$ cat src/rtl/wb_stream_reader_pkg.sv
// Shared definitions for the Wishbone stream reader: FSM encoding, bus constants
// and a small address helper.
package wb_stream_reader_pkg;

    // Fixed encodings kept so state values stay comparable with older dumps.
    localparam logic [1:0] IDLE_ENC  = 2'd0;
    localparam logic [1:0] REQ_ENC   = 2'd1;
    localparam logic [1:0] GAP_ENC   = 2'd2;
    localparam logic [1:0] DRAIN_ENC = 2'd3;

    typedef enum logic [1:0] {
        IDLE  = IDLE_ENC,
        REQ   = REQ_ENC,
        GAP   = GAP_ENC,
        DRAIN = DRAIN_ENC
    } state_e;

    localparam logic [31:0] ADR_INC  = 32'd4;
    localparam logic [3:0]  SEL_MASK = 4'hF;

    function automatic logic [31:0] word_align(input logic [31:0] adr);
        return {adr[31:2], 2'b00};
    endfunction

endpackage

$ cat src/rtl/wb_stream_reader_fifo.sv
// Synchronous first-word-fall-through FIFO with flush; DEPTH must be a power of 2.
module sync_fifo_wb #(
    parameter int unsigned WIDTH = 32,
    parameter int unsigned DEPTH = 8
) (
    input  logic                       clk_i,
    input  logic                       rst_i,
    input  logic                       flush_i,
    input  logic                       wr_en_i,
    input  logic [WIDTH-1:0]           wr_data_i,
    input  logic                       rd_en_i,
    output logic [WIDTH-1:0]           rd_data_o,
    output logic                       full_o,
    output logic                       empty_o,
    output logic [$clog2(DEPTH):0]     count_o
);

    localparam int unsigned AW = $clog2(DEPTH);
    localparam logic [AW-1:0] PTR_ONE   = 1;
    localparam logic [AW:0]   CNT_ONE   = 1;
    localparam logic [AW:0]   DEPTH_CNT = (AW + 1)'(DEPTH);

    logic [WIDTH-1:0] mem_q [DEPTH];
    logic [AW-1:0]    wr_ptr_q, wr_ptr_d;
    logic [AW-1:0]    rd_ptr_q, rd_ptr_d;
    logic [AW:0]      count_q, count_d;
    logic             do_wr;
    logic             do_rd;

    assign full_o    = (count_q == DEPTH_CNT);
    assign empty_o   = (count_q == '0);
    assign count_o   = count_q;
    assign rd_data_o = mem_q[rd_ptr_q];

    assign do_wr = wr_en_i && !full_o && !flush_i;
    assign do_rd = rd_en_i && !empty_o && !flush_i;

    always_comb begin
        wr_ptr_d = wr_ptr_q;
        rd_ptr_d = rd_ptr_q;
        count_d  = count_q;
        if (flush_i) begin
            wr_ptr_d = '0;
            rd_ptr_d = '0;
            count_d  = '0;
        end else begin
            if (do_wr) begin
                wr_ptr_d = wr_ptr_q + PTR_ONE;
            end
            if (do_rd) begin
                rd_ptr_d = rd_ptr_q + PTR_ONE;
            end
            unique case ({do_wr, do_rd})
                2'b10:   count_d = count_q + CNT_ONE;
                2'b01:   count_d = count_q - CNT_ONE;
                default: count_d = count_q;
            endcase
        end
    end

    always_ff @(posedge clk_i) begin
        if (rst_i) begin
            wr_ptr_q <= '0;
            rd_ptr_q <= '0;
            count_q  <= '0;
        end else begin
            wr_ptr_q <= wr_ptr_d;
            rd_ptr_q <= rd_ptr_d;
            count_q  <= count_d;
        end
    end

    // Storage carries no reset; occupancy alone decides what is valid.
    always_ff @(posedge clk_i) begin
        if (do_wr) begin
            mem_q[wr_ptr_q] <= wr_data_i;
        end
    end

endmodule

$ cat src/rtl/wb_stream_reader.sv
// Wishbone classic read master that fetches len_i consecutive words from
// base_adr_i and presents them on a valid/ready stream through a small FIFO.
module wb_stream_reader
    import wb_stream_reader_pkg::*;
#(
    parameter int unsigned FIFO_DEPTH = 8,
    parameter int unsigned LEN_W      = 16
) (
    input  logic             wb_clk_i,
    input  logic             wb_rst_i,
    input  logic             start_i,
    input  logic [31:0]      base_adr_i,
    input  logic [LEN_W-1:0] len_i,
    output logic             busy_o,
    output logic             done_o,
    output logic             err_o,
    output logic [31:0]      wb_adr_o,
    input  logic [31:0]      wb_dat_i,
    output logic [3:0]       wb_sel_o,
    output logic             wb_we_o,
    output logic             wb_cyc_o,
    output logic             wb_stb_o,
    input  logic             wb_ack_i,
    input  logic             wb_err_i,
    output logic [31:0]      m_data_o,
    output logic             m_valid_o,
    input  logic             m_ready_i
);

    localparam int unsigned   CW      = $clog2(FIFO_DEPTH) + 1;
    localparam logic [LEN_W-1:0] LEN_ONE = 1;

    state_e           state_q, state_d;
    logic [31:0]      adr_q, adr_d;
    logic [LEN_W-1:0] cnt_q, cnt_d;
    logic             busy_q, busy_d;
    logic             done_q, done_d;
    logic             err_q, err_d;

    logic             bus_req;
    logic             fifo_wr;
    logic             fifo_flush;
    logic             fifo_full;
    logic             fifo_empty;
    logic [CW-1:0]    fifo_count;

    // A request is only raised when the word it returns is guaranteed a slot.
    assign bus_req   = (state_q == REQ) && !fifo_full;

    assign wb_cyc_o  = bus_req;
    assign wb_stb_o  = bus_req;
    assign wb_adr_o  = adr_q;
    assign wb_sel_o  = SEL_MASK;
    assign wb_we_o   = 1'b0;

    assign busy_o    = busy_q;
    assign done_o    = done_q;
    assign err_o     = err_q;
    assign m_valid_o = !fifo_empty;

    sync_fifo_wb #(
        .WIDTH (32),
        .DEPTH (FIFO_DEPTH)
    ) u_fifo (
        .clk_i     (wb_clk_i),
        .rst_i     (wb_rst_i),
        .flush_i   (fifo_flush),
        .wr_en_i   (fifo_wr),
        .wr_data_i (wb_dat_i),
        .rd_en_i   (m_ready_i),
        .rd_data_o (m_data_o),
        .full_o    (fifo_full),
        .empty_o   (fifo_empty),
        .count_o   (fifo_count)
    );

    always_comb begin
        state_d    = state_q;
        adr_d      = adr_q;
        cnt_d      = cnt_q;
        busy_d     = busy_q;
        done_d     = 1'b0;
        err_d      = err_q;
        fifo_wr    = 1'b0;
        fifo_flush = 1'b0;

        unique case (state_q)
            IDLE: begin
                if (start_i) begin
                    adr_d   = word_align(base_adr_i);
                    cnt_d   = len_i;
                    err_d   = 1'b0;
                    busy_d  = 1'b1;
                    state_d = (len_i == '0) ? DRAIN : REQ;
                end
            end
            REQ: begin
                // Error wins over a coincident ack; its data is dropped.
                if (bus_req && wb_err_i) begin
                    err_d      = 1'b1;
                    fifo_flush = 1'b1;
                    state_d    = DRAIN;
                end else if (bus_req && wb_ack_i) begin
                    fifo_wr = 1'b1;
                    adr_d   = adr_q + ADR_INC;
                    cnt_d   = cnt_q - LEN_ONE;
                    state_d = (cnt_q == LEN_ONE) ? DRAIN : GAP;
                end
            end
            GAP: begin
                state_d = REQ;
            end
            DRAIN: begin
                if (fifo_count == '0) begin
                    done_d  = 1'b1;
                    busy_d  = 1'b0;
                    state_d = IDLE;
                end
            end
            default: begin
                state_d = IDLE;
            end
        endcase
    end

    always_ff @(posedge wb_clk_i) begin
        if (wb_rst_i) begin
            state_q <= IDLE;
            adr_q   <= '0;
            cnt_q   <= '0;
            busy_q  <= 1'b0;
            done_q  <= 1'b0;
            err_q   <= 1'b0;
        end else begin
            state_q <= state_d;
            adr_q   <= adr_d;
            cnt_q   <= cnt_d;
            busy_q  <= busy_d;
            done_q  <= done_d;
            err_q   <= err_d;
        end
    end

endmodule
$ cat config.mk
export PLATFORM = sky130hd
export DESIGN_NAME = wb_stream_reader
export DESIGN_NICKNAME = d
export VERILOG_FILES = /design/src/rtl/wb_stream_reader_pkg.sv /design/src/rtl/wb_stream_reader_fifo.sv /design/src/rtl/wb_stream_reader.sv
export SDC_FILE = /design/constraint.sdc
export NUM_CORES = 1
export LEC_CHECK = 0
export BUFFER_PORTS_ARGS = -buffer_cell sky130_fd_sc_hd__buf_4
export CORE_UTILIZATION = 35
export CTS_CLUSTER_DIAMETER = 40
export DETAILED_ROUTE_END_ITERATION = 10
export GPL_ROUTABILITY_DRIVEN = 0
export GPL_TIMING_DRIVEN = 0
export SETUP_SLACK_MARGIN = 0.1
export SLEW_MARGIN = 30
export SYNTH_ARGS = -nofsm -noshare
export SYNTH_HDL_FRONTEND = slang
export SYNTH_HIERARCHICAL = 1
export SYNTH_SLANG_ARGS = --single-unit
export TNS_END_PERCENT = 1
$ cat constraint.sdc
create_clock -name wb_clk_i -period 5.5 [get_ports wb_clk_i]
set_input_delay 0.55 -clock wb_clk_i [delete_from_list [all_inputs] [get_ports wb_clk_i]]
set_output_delay 0.55 -clock wb_clk_i [all_outputs]
set_load 0.02 [all_outputs]
Word level (Yosys, flattened, before mapping)
Memory sizes are Yosys's and may differ from the RTL's. A register that Yosys moved wholly into a read port is not among the register bits.
Index checks and enable logic that the tools add are counted.
Storage, ports and cells
  flip-flop bits (word level): 63
  bits in latches: 0
  bits in writable memories: 256
  memory bits (read-only): 0
  output and inout port bits: 75
  word-level logic and storage cells: 84
  memories kept: 1
Operators by class
  add/sub/neg operators: 6
  multipliers: 0
  div/mod/pow operators: 0
  magnitude comparators: 0
  equality and inequality tests: 13
  shifts and indexed selects: 0
  multiplexer cells: 32
  bitwise logic cells: 1
  reduce and logical (&&, ||, !) cells: 22
Memories
  u_fifo.mem_q: depth 8, bits a word 32, read ports 1, clocked after Yosys merged registers in 1, write ports 1, line wb_stream_reader_fifo.sv:23  | logic [WIDTH-1:0] mem_q [DEPTH];
Operator list (count)
  $mux W32: 3
  $pmux W32 S2: 1
  $mux W16: 3
  $add A32 B3 Y32 const B: 1
  $pmux W16 S2: 1
  $eq A16 B1 Y1 const B: 1
  $logic_not A16 Y1: 1
  $sub A16 B1 Y16 const B: 1
  $mux W1: 13
  $mux W2: 5
  $reduce_and A3 Y1: 3
  $pmux W2 S4: 1
  $pmux W4 S2: 1
  $logic_and A1 B1 Y1: 7
  $add A3 B1 Y3 const B: 2
  $eq A2 B2 Y1 const B: 3
  $mux W3: 2
  $ne A2 B1 Y1 const B: 3
  $reduce_bool A2 Y1: 3
  $add A4 B1 Y4 const B: 1
  $eq A2 B1 Y1 const B: 2
  $eq A4 B4 Y1 const B: 1
  $logic_not A4 Y1: 1
  $ne A2 B2 Y1 const B: 2
  other kinds (8): 12

Logic depth before layout (Yosys ltp)
  depth in word-level cells: 11
  depth in mapped cells: 15
  mapped depth without buffers: 14

Hierarchy
The synthesis kept the hierarchy.
Modules (own cells, without submodules)
  sync_fifo_wb: instances 1, cells an instance 450, area an instance 10470.0 µm², seq. area each 7947.6 µm²
  wb_stream_reader: instances 1, cells an instance 447, area an instance 3248.1 µm², seq. area each 1021.0 µm²

Least setup slack after synthesis
No wires, ideal clock.
  path type: reg2reg
  start point: register u_fifo.count_q[0], in the netlist u_fifo/count_o[0]
  end point: memory u_fifo.mem_q[0][0] (enable)
  library setup time: 0.461 ns
  arrival time: 4.325 ns
  data required time: 5.039 ns
  slack: 0.714 ns
  stages on the path, launching flop included: 9
  buffers on the path: 0
  period minus slack after synthesis: 4.786 ns
  cells stage by stage: dfxtp_1 > or4b_4 > inv_1 > or3b_2 > or2_1 > inv_1 > nand2_1 > or3_1 > nor3_1
Between the ends
  word-level cells in the longest chain between the ends: 11
  elaborated cells on any way between the ends: 15
  classes of those cells: eq/ne: 1; mux: 7; reduce/logical: 7
Ends and longest elaborated chain
  from (decl): line wb_stream_reader_fifo.sv:26  | logic [AW:0] count_q, count_d;
  from (signal assigned): line wb_stream_reader_fifo.sv:69  | count_q <= count_d;
  $eq A4 B4 Y1 *: line wb_stream_reader_fifo.sv:30  | assign full_o = (count_q == DEPTH_CNT);
  named net fifo_full: line wb_stream_reader.sv:43  | logic fifo_full;
  $logic_not A1 Y1 *: line wb_stream_reader.sv:48  | assign bus_req = (state_q == REQ) && !fifo_full;
  $logic_and A1 B1 Y1 *: line wb_stream_reader.sv:48
  $logic_and A1 B1 Y1: line wb_stream_reader.sv:103  | end else if (bus_req && wb_ack_i) begin
  $mux W1: line wb_stream_reader.sv:103
  $mux W1 *: line wb_stream_reader.sv:99  | if (bus_req && wb_err_i) begin
  $mux W1 *: line wb_stream_reader.sv:87  | unique case (state_q)
  named net fifo_wr: line wb_stream_reader.sv:41  | logic fifo_wr;
  $logic_and A1 B1 Y1 * (2 in a row): line wb_stream_reader_fifo.sv:35  | assign do_wr = wr_en_i && !full_o && !flush_i;
  $mux W1 *: line wb_stream_reader_fifo.sv:75  | if (do_wr) begin
  $mux W1 (implied by the code) *: line wb_stream_reader_fifo.sv:76  | mem_q[wr_ptr_q] <= wr_data_i;
  to (decl): line wb_stream_reader_fifo.sv:23
Mark *: on every way through the listed nets, which the timed path passes. The rest lies on a longest branch.

Worst setup path in the final report
  start point: register u_fifo.count_q[2], in the netlist u_fifo/count_o[2]
  end point: memory u_fifo.mem_q[4][7] (enable)
The elaborated chain is that of the path after synthesis.

==> results.txt <==
The synthesized netlist contains 61 unique library cells. The worst hold slack after final layout is 0.195 ns. Setup repair after global routing left no endpoint under its margin. VDD sags by at most 0.221 mV. In this run the cell area of the synthesized design comes to 0.0137 mm².

The number of top-level design ports came out at 161. In this run, synthesis produced a sequential element count of 320. The required time at the endpoint of the critical path came out at 5.77 ns. Buffers inserted to repair hold after CTS numbered 0. The source-to-sink clock delay at the later pin of the worst-skew pair is 0.58 ns. The flow ran to the end, and the final reports show no timing, DRC or antenna violations. The number of gates resized after CTS was 0. In this run the clock root is driven by a sky130_fd_sc_hd__clkbuf_16. For this run, the total global-route usage over all layers was measured as 0.178. After detailed routing, the number of vias per cell comes to 5.31. Yosys attributes the largest share of cell area to sky130_fd_sc_hd__edfxtp_1 (56%), sky130_fd_sc_hd__dfxtp_1 (9.3%), sky130_fd_sc_hd__mux4_1 (7.7%). The count of final hold-check violations came out at 0. For this design the ratio of total power to cell area is 370 mW/mm².

The mean cell area of the mapped netlist came out at 15.3 µm². The worst slew margin relative to its limit came out at 0.465. The die area came out at 0.0400 mm². The slowest cell on the critical path is sky130_fd_sc_hd__nor3_2. Of the total synthesized cell area, the portion taken by XOR and XNOR cells is 0.00447. The count of input and output buffers came out at 151.

After synthesis, the largest family of logic cells by area is multiplexers. In the post-synthesis netlist, the cell with the most instances is sky130_fd_sc_hd__edfxtp_1. The analysis attributes to cell leakage a power of 0.00614 µW.

The post-synthesis compound-gate area fraction came out at 0.0718. The remaining number of nets flagged by the antenna check after routing came out at 0. The synthesized-area fraction occupied by and/or/nand/nor cells came out at 0.0877. The clock sink total came out at 320. The CTS tree is yes. The worst hold-check path type is input port to flip-flop. The number of maximum-capacitance violations is 0.

The buffers plus inverters on the worst setup path came out at 5. The clock transition at the register clock pins on the worst setup and hold paths after CTS is 0.06 ns. The clock period minus worst slack came out at 3.89 ns.

Measured along the x axis, the die boundary spans 200 µm. The number of max-slew violations in the final report came out at 0. The setup skew after layout is 0.0149 ns. The worst setup path is launched from a flip-flop. The total congestion overflow after global routing is 0. For this run, the leading register cell type out of synthesis is sky130_fd_sc_hd__edfxtp_1. The share of the yosys chip area belonging to registers is 0.654. The number of buffers inserted during clock tree synthesis came out at 49. Based on the critical path, the design can be clocked at up to 257 MHz. The number of global-route vias before repair came out at 8788. Of the available clock period, the critical path in the final layout requires 0.707. The biggest area contributor in the post-synthesis netlist is sky130_fd_sc_hd__edfxtp_1.

From synthesis to final layout, the design area changed by 28.7%. The wire length of the first global-routing pass came out at 52.6 mm. The commonest cells after synthesis are sky130_fd_sc_hd__edfxtp_1 (256), sky130_fd_sc_hd__dfxtp_1 (64), sky130_fd_sc_hd__nor2_1 (60), sky130_fd_sc_hd__nand2_1 (48), sky130_fd_sc_hd__a21oi_1 (42).

The routed via count came out at 8926. The routed length per placed instance is 21.0 µm. The initialized floorplan defines 72 standard-cell rows. The number of enable flip-flop cells after synthesis is 256. The violation count after the first detailed-routing iteration is 590. Along the worst path, the maximum fanout reaches 9. The buffer count from post-CTS setup fixing came out at 0.

The transition time at the pin with the least slew margin came out at 0.795 ns. The core box area came out at 0.0386 mm². The pin count of the biggest net entering global routing is 18. The post-synthesis mux area share is 0.145.

Setup violations remaining at the end of the flow were counted as 0. The share of the synthesized area in the top cell type is 0.560. The gate count after technology mapping came out at 897. The number of placed cells counting well taps is 1593. The detailed-route wire length came out at 35.3 mm. The proportion of layout cells with a drive suffix above 1 is 0.313.

Broken down by cell family, the worst path's largest delay share belongs to simple AND/OR/NAND/NOR gates. The largest stage delay on the critical path came out at 0.63 ns. Traced cell by cell, the critical path runs through or4b_4, inv_1, or3b_2, or2_1, inv_1, nand4b_1, nor3_2, buf_4, buf_6, buf_4.

The worst setup path is of the flip-flop to flip-flop kind. The share of synthesized cell area in full adder, half adder and majority cells is 0.00730. In the routed design, unresolved DRC markers number 0. The initial cell density of the core is 0.355.

STA classifies the critical path endpoint as a flip-flop. The final layout net count is 1220. The maximum buffer depth of the clock tree came out at 3. The Yosys warning count came out at 6. The H-tree level count came out at 2. The number of antenna cells inserted is 0. The arrival time at the worst endpoint came out at 4.16 ns. The total power draw came out at 6530 µW. The final cell count without fillers is 1682.

Detailed placement ended at an HPWL of 23.7 mm. The first detailed-routing pass took 5 iterations. The die height came out at 200 µm. The proportion of register bits with asynchronous set or reset after synthesis is 0.

The initial antenna violation count is 2.
-- per-stage QoR --
step / cell area (µm²) / setup TNS [ns] / setup slack (ns) / util
final: 17700 / 0 / 1.61 / 0.457
after global routing: 17700 / 0 / 1.36 / 0.457
after CTS: 17700 / 0 / 1.54 / 0.457
after detailed placement: 15900 / 0 / 1.59 / 0.413
after global placement: 15500 / -149.31 / -2.23 / 0.402
after floorplan: 13700 / 0 / 0.714 / -
-- layer usage --
metal	GRT usage	wire (µm)	share of wire
met1	0.222	14700	0.42
met2	0.300	17200	0.49
met3	0.0452	2540	0.072
met4	0.0647	857	0.024
met5	0	22	0.00062
-- final timing paths --
kind / to / slack (ns) / depth (start not counted) / from
setup / recovery: u_fifo/mem_q[4][7] / 1.61 / 10 / u_fifo/count_o[2]
hold / removal: u_fifo/mem_q[5][24] / 0.20 / 1 / wb_dat_i[24]
setup reg to reg: u_fifo/mem_q[4][7] / 1.61 / 10 / u_fifo/count_o[2]
hold reg to reg: cnt_q[15] / 0.49 / 2 / cnt_q[15]
-- state kept, by name (all words and copies together) (netlist names), named ones only --
register	flops
err_o	1
state_q	2
u_fifo/rd_ptr_q	3
busy_o	1
wb_adr_o	30
cnt_q	16
u_fifo/wr_ptr_q	3
u_fifo/mem_q	256
u_fifo/count_o	4
done_o	1
-- kinds of logic after synthesis --
| family | after synthesis |
|---|---|
| AND/OR/NAND/NOR | 233 |
| flip-flops | 320 |
| other | 2 |
| multiplexers | 100 |
| AO/OA/AOI/OAI | 150 |
| adder cells (fa/ha/maj) | 8 |
| buffers and inverters | 77 |
| XOR/XNOR | 7 |
-- placed cells by master (no fill, tap or decap), types with 30 or more instances in the layout --
cell type                     n
sky130_fd_sc_hd__clkbuf_1    32
sky130_fd_sc_hd__o21ai_0     30
sky130_fd_sc_hd__a21oi_1     42
sky130_fd_sc_hd__nand2_1     48
sky130_fd_sc_hd__edfxtp_1   256
sky130_fd_sc_hd__mux2_2      32
sky130_fd_sc_hd__mux4_1      40
sky130_fd_sc_hd__buf_4      168
sky130_fd_sc_hd__nor2_1      54
sky130_fd_sc_hd__clkbuf_16   49
sky130_fd_sc_hd__dfxtp_1     64
-- report_power, final --
group          total (µW)  switching, µW  internal, µW
sequential           2720           61.6          2660
combinational         611            351           260
clock                3200           1190          2010
total                6530           1610          4930
-- layout make-up --
| cell class | count | area (µm²) |
|---|---|---|
| repair buffers | 173 | 1510 |
| plain buffers | 65 | 357 |
| flip-flops and latches | 320 | 8970 |
| inverters | 12 | 45.0 |
| multi-input cells | 505 | 4420 |
| fillers | 3328 | 21000 |
| clock buffers | 53 | 1240 |
| clock inverters | 36 | 472 |
| well taps | 518 | 648 |
Power figures use the tool's default switching activity.
